[src/rtl/fetch_pc_reg.sv]
// -----------------------------------------------------------------------------
// fetch_pc_reg
//   F-stage program counter and F/D pipeline register for the 5-stage MIPS
//   pipeline. The D-stage NPC unit chooses the next PC (npc_sel/npc); this
//   block holds F_pc, drives the instruction-memory word index and latches
//   the fetched word plus its PC into D.
//
//   Flow control: `stall` is a hold request from the hazard unit. While it is
//   high, F_pc and every D_* register keep their value and npc_sel/npc are
//   ignored. There is no handshake beyond that and no pending-redirect state:
//   a stalled D-stage branch re-asserts npc_sel in the cycle stall drops.
//
// Ports
//   clk         rising-edge clock
//   reset       synchronous, active-high reset (wins over stall)
//   stall       freeze F_pc and the F/D register
//   npc_sel     1 = next PC is npc, 0 = F_pc + 4
//   npc         redirect target from the D stage
//   im_rdata    instruction word read combinationally at im_addr
//   im_addr     word index (F_pc - IM_BASE) >> 2, low log2(IM_WORDS) bits
//   F_pc        current fetch PC
//   F_pc_add_4  F_pc + 4 (wraps mod 2^32)
//   D_pc        PC of the instruction in D
//   D_instr     instruction in D (0 = nop)
//   D_valid     D holds a real fetched instruction
//   D_fault     D instruction came from a misaligned/out-of-range fetch
// -----------------------------------------------------------------------------
module fetch_pc_reg #(
  parameter logic [31:0] PC_RESET   = 32'h0000_3000,
  parameter logic [31:0] IM_BASE    = 32'h0000_3000,
  parameter int          IM_WORDS   = 4096,
  parameter bit          DELAY_SLOT = 1'b1,
  localparam int         AW         = $clog2(IM_WORDS)
) (
  input  logic          clk,
  input  logic          reset,
  input  logic          stall,
  input  logic          npc_sel,
  input  logic [31:0]   npc,
  input  logic [31:0]   im_rdata,
  output logic [AW-1:0] im_addr,
  output logic [31:0]   F_pc,
  output logic [31:0]   F_pc_add_4,
  output logic [31:0]   D_pc,
  output logic [31:0]   D_instr,
  output logic          D_valid,
  output logic          D_fault
);

  // One past the last instruction byte. Kept in 33 bits so a memory that ends
  // exactly at 2^32 does not wrap to zero.
  localparam logic [32:0] IM_END = {1'b0, IM_BASE} + (33'(IM_WORDS) << 2);

  logic [31:0] f_pc_q,    f_pc_d;
  logic [31:0] d_pc_q,    d_pc_d;
  logic [31:0] d_instr_q, d_instr_d;
  logic        d_valid_q, d_valid_d;
  logic        d_fault_q, d_fault_d;

  logic [31:0] pc_add_4;
  logic [31:0] pc_off;
  logic        f_fault;

  assign pc_add_4 = f_pc_q + 32'd4;
  assign pc_off   = f_pc_q - IM_BASE;
  assign im_addr  = AW'(pc_off >> 2);

  assign f_fault = (f_pc_q[1:0] != 2'b00)
                 | (f_pc_q < IM_BASE)
                 | ({1'b0, f_pc_q} >= IM_END);

  always_comb begin
    f_pc_d    = f_pc_q;
    d_pc_d    = d_pc_q;
    d_instr_d = d_instr_q;
    d_valid_d = d_valid_q;
    d_fault_d = d_fault_q;
    if (!stall) begin
      // A faulting PC still advances normally; the fault is only reported.
      f_pc_d = npc_sel ? npc : pc_add_4;
      d_pc_d = f_pc_q;
      if (!DELAY_SLOT && npc_sel) begin
        // No delay slot: the word fetched alongside the redirect is dropped.
        d_instr_d = 32'd0;
        d_valid_d = 1'b0;
        d_fault_d = 1'b0;
      end else begin
        // im_rdata is meaningless for a faulting fetch, so a nop goes down.
        d_instr_d = f_fault ? 32'd0 : im_rdata;
        d_valid_d = 1'b1;
        d_fault_d = f_fault;
      end
    end
  end

  always_ff @(posedge clk) begin
    if (reset) begin
      f_pc_q    <= PC_RESET;
      d_pc_q    <= 32'd0;
      d_instr_q <= 32'd0;
      d_valid_q <= 1'b0;
      d_fault_q <= 1'b0;
    end else begin
      f_pc_q    <= f_pc_d;
      d_pc_q    <= d_pc_d;
      d_instr_q <= d_instr_d;
      d_valid_q <= d_valid_d;
      d_fault_q <= d_fault_d;
    end
  end

  assign F_pc       = f_pc_q;
  assign F_pc_add_4 = pc_add_4;
  assign D_pc       = d_pc_q;
  assign D_instr    = d_instr_q;
  assign D_valid    = d_valid_q;
  assign D_fault    = d_fault_q;

endmodule
[config.mk]
export PLATFORM = sky130hd
export DESIGN_NAME = fetch_pc_reg
export DESIGN_NICKNAME = d
export VERILOG_FILES = /design/src/rtl/fetch_pc_reg.sv
export SDC_FILE = /design/constraint.sdc
export NUM_CORES = 1
export LEC_CHECK = 0
export BUFFER_PORTS_ARGS = -buffer_cell sky130_fd_sc_hd__clkbuf_2
export CAP_MARGIN = 20
export CORE_ASPECT_RATIO = 0.9
export CORE_MARGIN = 2
export CORE_UTILIZATION = 25
export DETAILED_ROUTE_END_ITERATION = 10
export GPL_TIMING_DRIVEN = 0
export HOLD_SLACK_MARGIN = 0.05
export MAX_ROUTING_LAYER = met4
export PLACE_DENSITY = 0.55
export SETUP_SLACK_MARGIN = 0.5
export SYNTH_ARGS = -nofsm -noshare
export SYNTH_HDL_FRONTEND = slang
export SYNTH_SLANG_ARGS = --single-unit
[constraint.sdc]
create_clock -name clk -period 5.15 [get_ports clk]
set_input_delay 0.515 -clock clk [delete_from_list [all_inputs] [get_ports clk]]
set_output_delay 0.515 -clock clk [all_outputs]
set_load 0.05 [all_outputs]
Word-level counts from Yosys, hierarchy flattened
Cells that the tools add are included.
- register bits after elaboration: 98
- bits of input ports: 68
- word-level logic and storage cells: 14
- magnitude comparators: 2
- reductions and logical operators: 1
- bitwise logic cells: 2
- add/sub/neg operators: 2
- multiplexer cells: 2
- operators with widths (operator ; number):
    $mux 32 ; 2
    $add 32x3->32 const B ; 1
    $ge 32x15->1 const B ; 1
    $lt 32x14->1 const B ; 1
    $sub 14x14->14 const B ; 1
    $or 1x1->1 ; 2
    $reduce_bool 2->1 ; 1

Logic depth before layout (Yosys ltp)
- word-level depth: 4
- depth in mapped cells: 7

Worst setup path before layout
No wires, ideal clock.
- path type: reg2out
- from: register f_pc_q[4] (netlist: F_pc[4])
- to: output port F_pc_add_4[15]
- cell stages (with the launch flop): 6
- data arrival time: 2716 ps
- data required time: 4635 ps
- path slack: 1919 ps
- path buffers: 1
- path through: dfxtp_1 -> buf_2 -> nand3_4 -> nor4_1 -> nand3_1 -> xnor2_1
- word-level cells in the longest chain between the ends: 1
- ends and longest elaborated chain (what ; RTL line ; RTL):
    from (decl) ; 54 ; logic [31:0] f_pc_q, f_pc_d;
    from (signal assigned) ; 104 ; f_pc_q <= f_pc_d;
    $add 32x3->32 ; 64 ; assign pc_add_4 = f_pc_q + 32'd4;
    to (decl) ; 43 ; output logic [31:0] F_pc_add_4,
Every way passes these cells.

Worst setup path in the final report
- from: register f_pc_q[2] (netlist: F_pc[2])
- to: output port F_pc_add_4[18]
The elaborated chain is that of the path after synthesis.

==> flow_summary.json <==
{
  "setup_tns_ps": 0,
  "ys.warnings.count": 0,
  "hp-class": "primary input to flop",
  "yosysTopAreaCellShare_pct": 41.9,
  "synth_top_cell_by_area": "dfxtp_1",
  "post_cts_buffers": 0,
  "ys.flop_type": "dfxtp_1",
  "cts_root_buf": "clkbuf_16",
  "cts_tree": "built",
  "cts-resized-gates": 0,
  "cp-start-kind": "flop",
  "ios": 210,
  "pwr-share-comb_pct": 22.2,
  "cp.arrival_ps": 2850,
  "p_seq_share_pct": 41.9,
  "dr.first_iter.drc_count": 337,
  "top_layer": "met4",
  "mappedNetlistNets": 622,
  "yosys-top-cells-area": "dfxtp_1 (42%), mux2i_1 (8.8%), nor2_1 (7.7%)",
  "seq_area_mm2": 0.00196,
  "clk-insertion-delay-late_ps": 370,
  "ys_async_sr_fraction_pct": 0,
  "hpwl_um": 13300,
  "portBuffers": 206,
  "antenna_found_initial": 2,
  "p_sw_mw": 0.698,
  "p_int_mw": 1.25,
  "ir_worst_vdd_v": 0.000181,
  "coreArea_mm2": 0.0183,
  "max-cap-violations": 0,
  "p_per_area_mw_per_mm2": 307,
  "h-tree-depth": 3,
  "synth-seq-cells": 98,
  "fin_crit_sh_pct": 65.3,
  "max_freq_mhz": 297,
  "r2r_start": "F_pc[2]",
  "num_rows": 47,
  "finalMaxSlewViolations": 0,
  "finalHoldViolCount": 0,
  "swShare_pct": 35.9,
  "grt_pass1_vias": 4427,
  "synth_cell_type_count": 51,
  "setup_slack_ps": 1790,
  "wl_met3_um": 1370,
  "route.vias.total": 4849,
  "drt-total-wl_um": 17400,
  "gp_congestion": 0.834,
  "place_area_mm2": 0.00602,
  "drcViolationCount": 0,
  "finalInstanceArea_mm2": 0.00633,
  "period_needed_ps": 3360,
  "die_h_um": 134,
  "path_max_fanout": 8,
  "dp_slack_ps": 2160,
  "grt.overflow.total": 0,
  "met1Wirelength_um": 8070,
  "area_delta_synth_final_pct": 35.1,
  "grt_first_pass_wirelength_um": 26100,
  "syn_inst": 551,
  "syn-cell-area_mm2": 0.00468,
  "yosysSeqAreaShare_pct": 41.9,
  "crit_start": "F_pc[2]",
  "clock_sinks": 98,
  "via_per_inst": 4.75,
  "multi_input_area_mm2": 0.00239,
  "final_util_pct": 34.5,
  "setup_viol": 0,
  "initial_core_util_pct": 25.5,
  "die_area_mm2": 0.0198,
  "crit_type": "flop to output pin",
  "ys_top_cells_by_count": "dfxtp_1 (98), nor2_1 (96), a22oi_1 (45)",
  "synth_edf_count": 0,
  "drt-pass1-iter-count": 5,
  "clkTransAtPathRegs_ps": 80,
  "post-place-cells": 1002,
  "hold_buffers": 0,
  "slew_headroom_pct": 28.1,
  "end_kind": "output pin",
  "p_leak_nw": 2.89,
  "grt_max_degree": 21,
  "grtUsageTotal_pct": 17.7,
  "die_w_um": 148,
  "cp.required_ps": 4640,
  "status": "complete, no violations",
  "final_cell_count_no_fill": 1020,
  "max_slew.worst_pin.slew_ps": 1070,
  "fill_cells": 1987,
  "routedWlPerCell_um": 17.1,
  "syn_avg_cell_area_um2": 8.50,
  "holdCritStartpoint": "npc[0]",
  "pwr-share-clk_pct": 35.9,
  "fin_skew_ps": 13.0,
  "holdWs_ps": 368,
  "cts.path.max_buffers": 2,
  "final_layout_size_suffix_gt1_share_pct": 32.5,
  "nets": 839,
  "ant_nets": 0,
  "rsz0062_at_grt": "false",
  "wl_met2_um": 7790,
  "finalPower_mw": 1.94,
  "cts_buffers": 9,
  "yosysMostFrequentCell": "dfxtp_1"
}
## state kept, by name, indices dropped and copies added, names as in the netlist
name / flops
D_instr: 32
D_pc: 32
F_pc: 32
D_fault: 1
D_valid: 1
## layout make-up
cell class,instances,share of cell area (%)
multi-input combinational,381,37.9
sequential,98,31.0
timing repair buffer,206,16.3
tap,245,4.85
buffer,64,4.69
clock buffer,9,3.56
clock inverter,7,1.19
inverter,8,0.475
antenna,2,0.0791
## per-layer routing
layer	global-route usage (%)	vias up
met5	-	-
met4	3.23	0
met3	5.75	15
met2	26.7	175
met1	23.5	2282
li1	-	2377
## cell families (layout without fill, tap and decap cells)
kind of cell    after synthesis  count (layout)  synth area share, %
compound gates              111             111                 15.9
fa+ha+maj                     3               3                0.802
xor+xnor                     27              27                 5.05
flops                        98              98                 41.9
mux                          41              41                 8.76
simple gates                199             199                 20.6
other cells                   0               2                    0
buf+inv                      72             294                 6.97
## cell usage in the layout, fill, tap and decap left out, types with 10 or more instances in the layout
cell	count
clkbuf_2	206
nand2_1	31
nand3_1	12
nand4_1	14
o21ai_0	16
xnor2_1	21
a31oi_1	10
clkbuf_1	35
mux2i_1	41
a22oi_1	45
buf_4	12
a21oi_1	19
dfxtp_1	98
nor2_1	96
## power groups by stage
stage | clock network (mW) | registers, mW | logic [mW]
finish | 0.697 | 0.815 | 0.432
global route | 0.743 | 0.819 | 0.459
CTS | 0.710 | 0.815 | 0.434
detailed placement | 0 | 0.832 | 0.433
global placement | 0 | 0.832 | 0.433
floorplan | 0 | 0.925 | 0.212
## critical path, cell delays in order, from the launching register on
cell and delay, ps:
dfxtp_1 490, ha_1 350, nand4_1 240, nor3_2 480, nand4_1 300, nor2_1 190, xor2_1 150, clkbuf_2 290
## worst paths after layout
kind,slack (ps),cells after the start,end
worst min register to register,480,1,D_valid
worst max register to register,2640,6,F_pc[16]
worst min-delay path,370,3,F_pc[0]
worst max-delay path,1790,7,F_pc_add_4[18]
No activity file was read; power rests on OpenSTA's default activity.
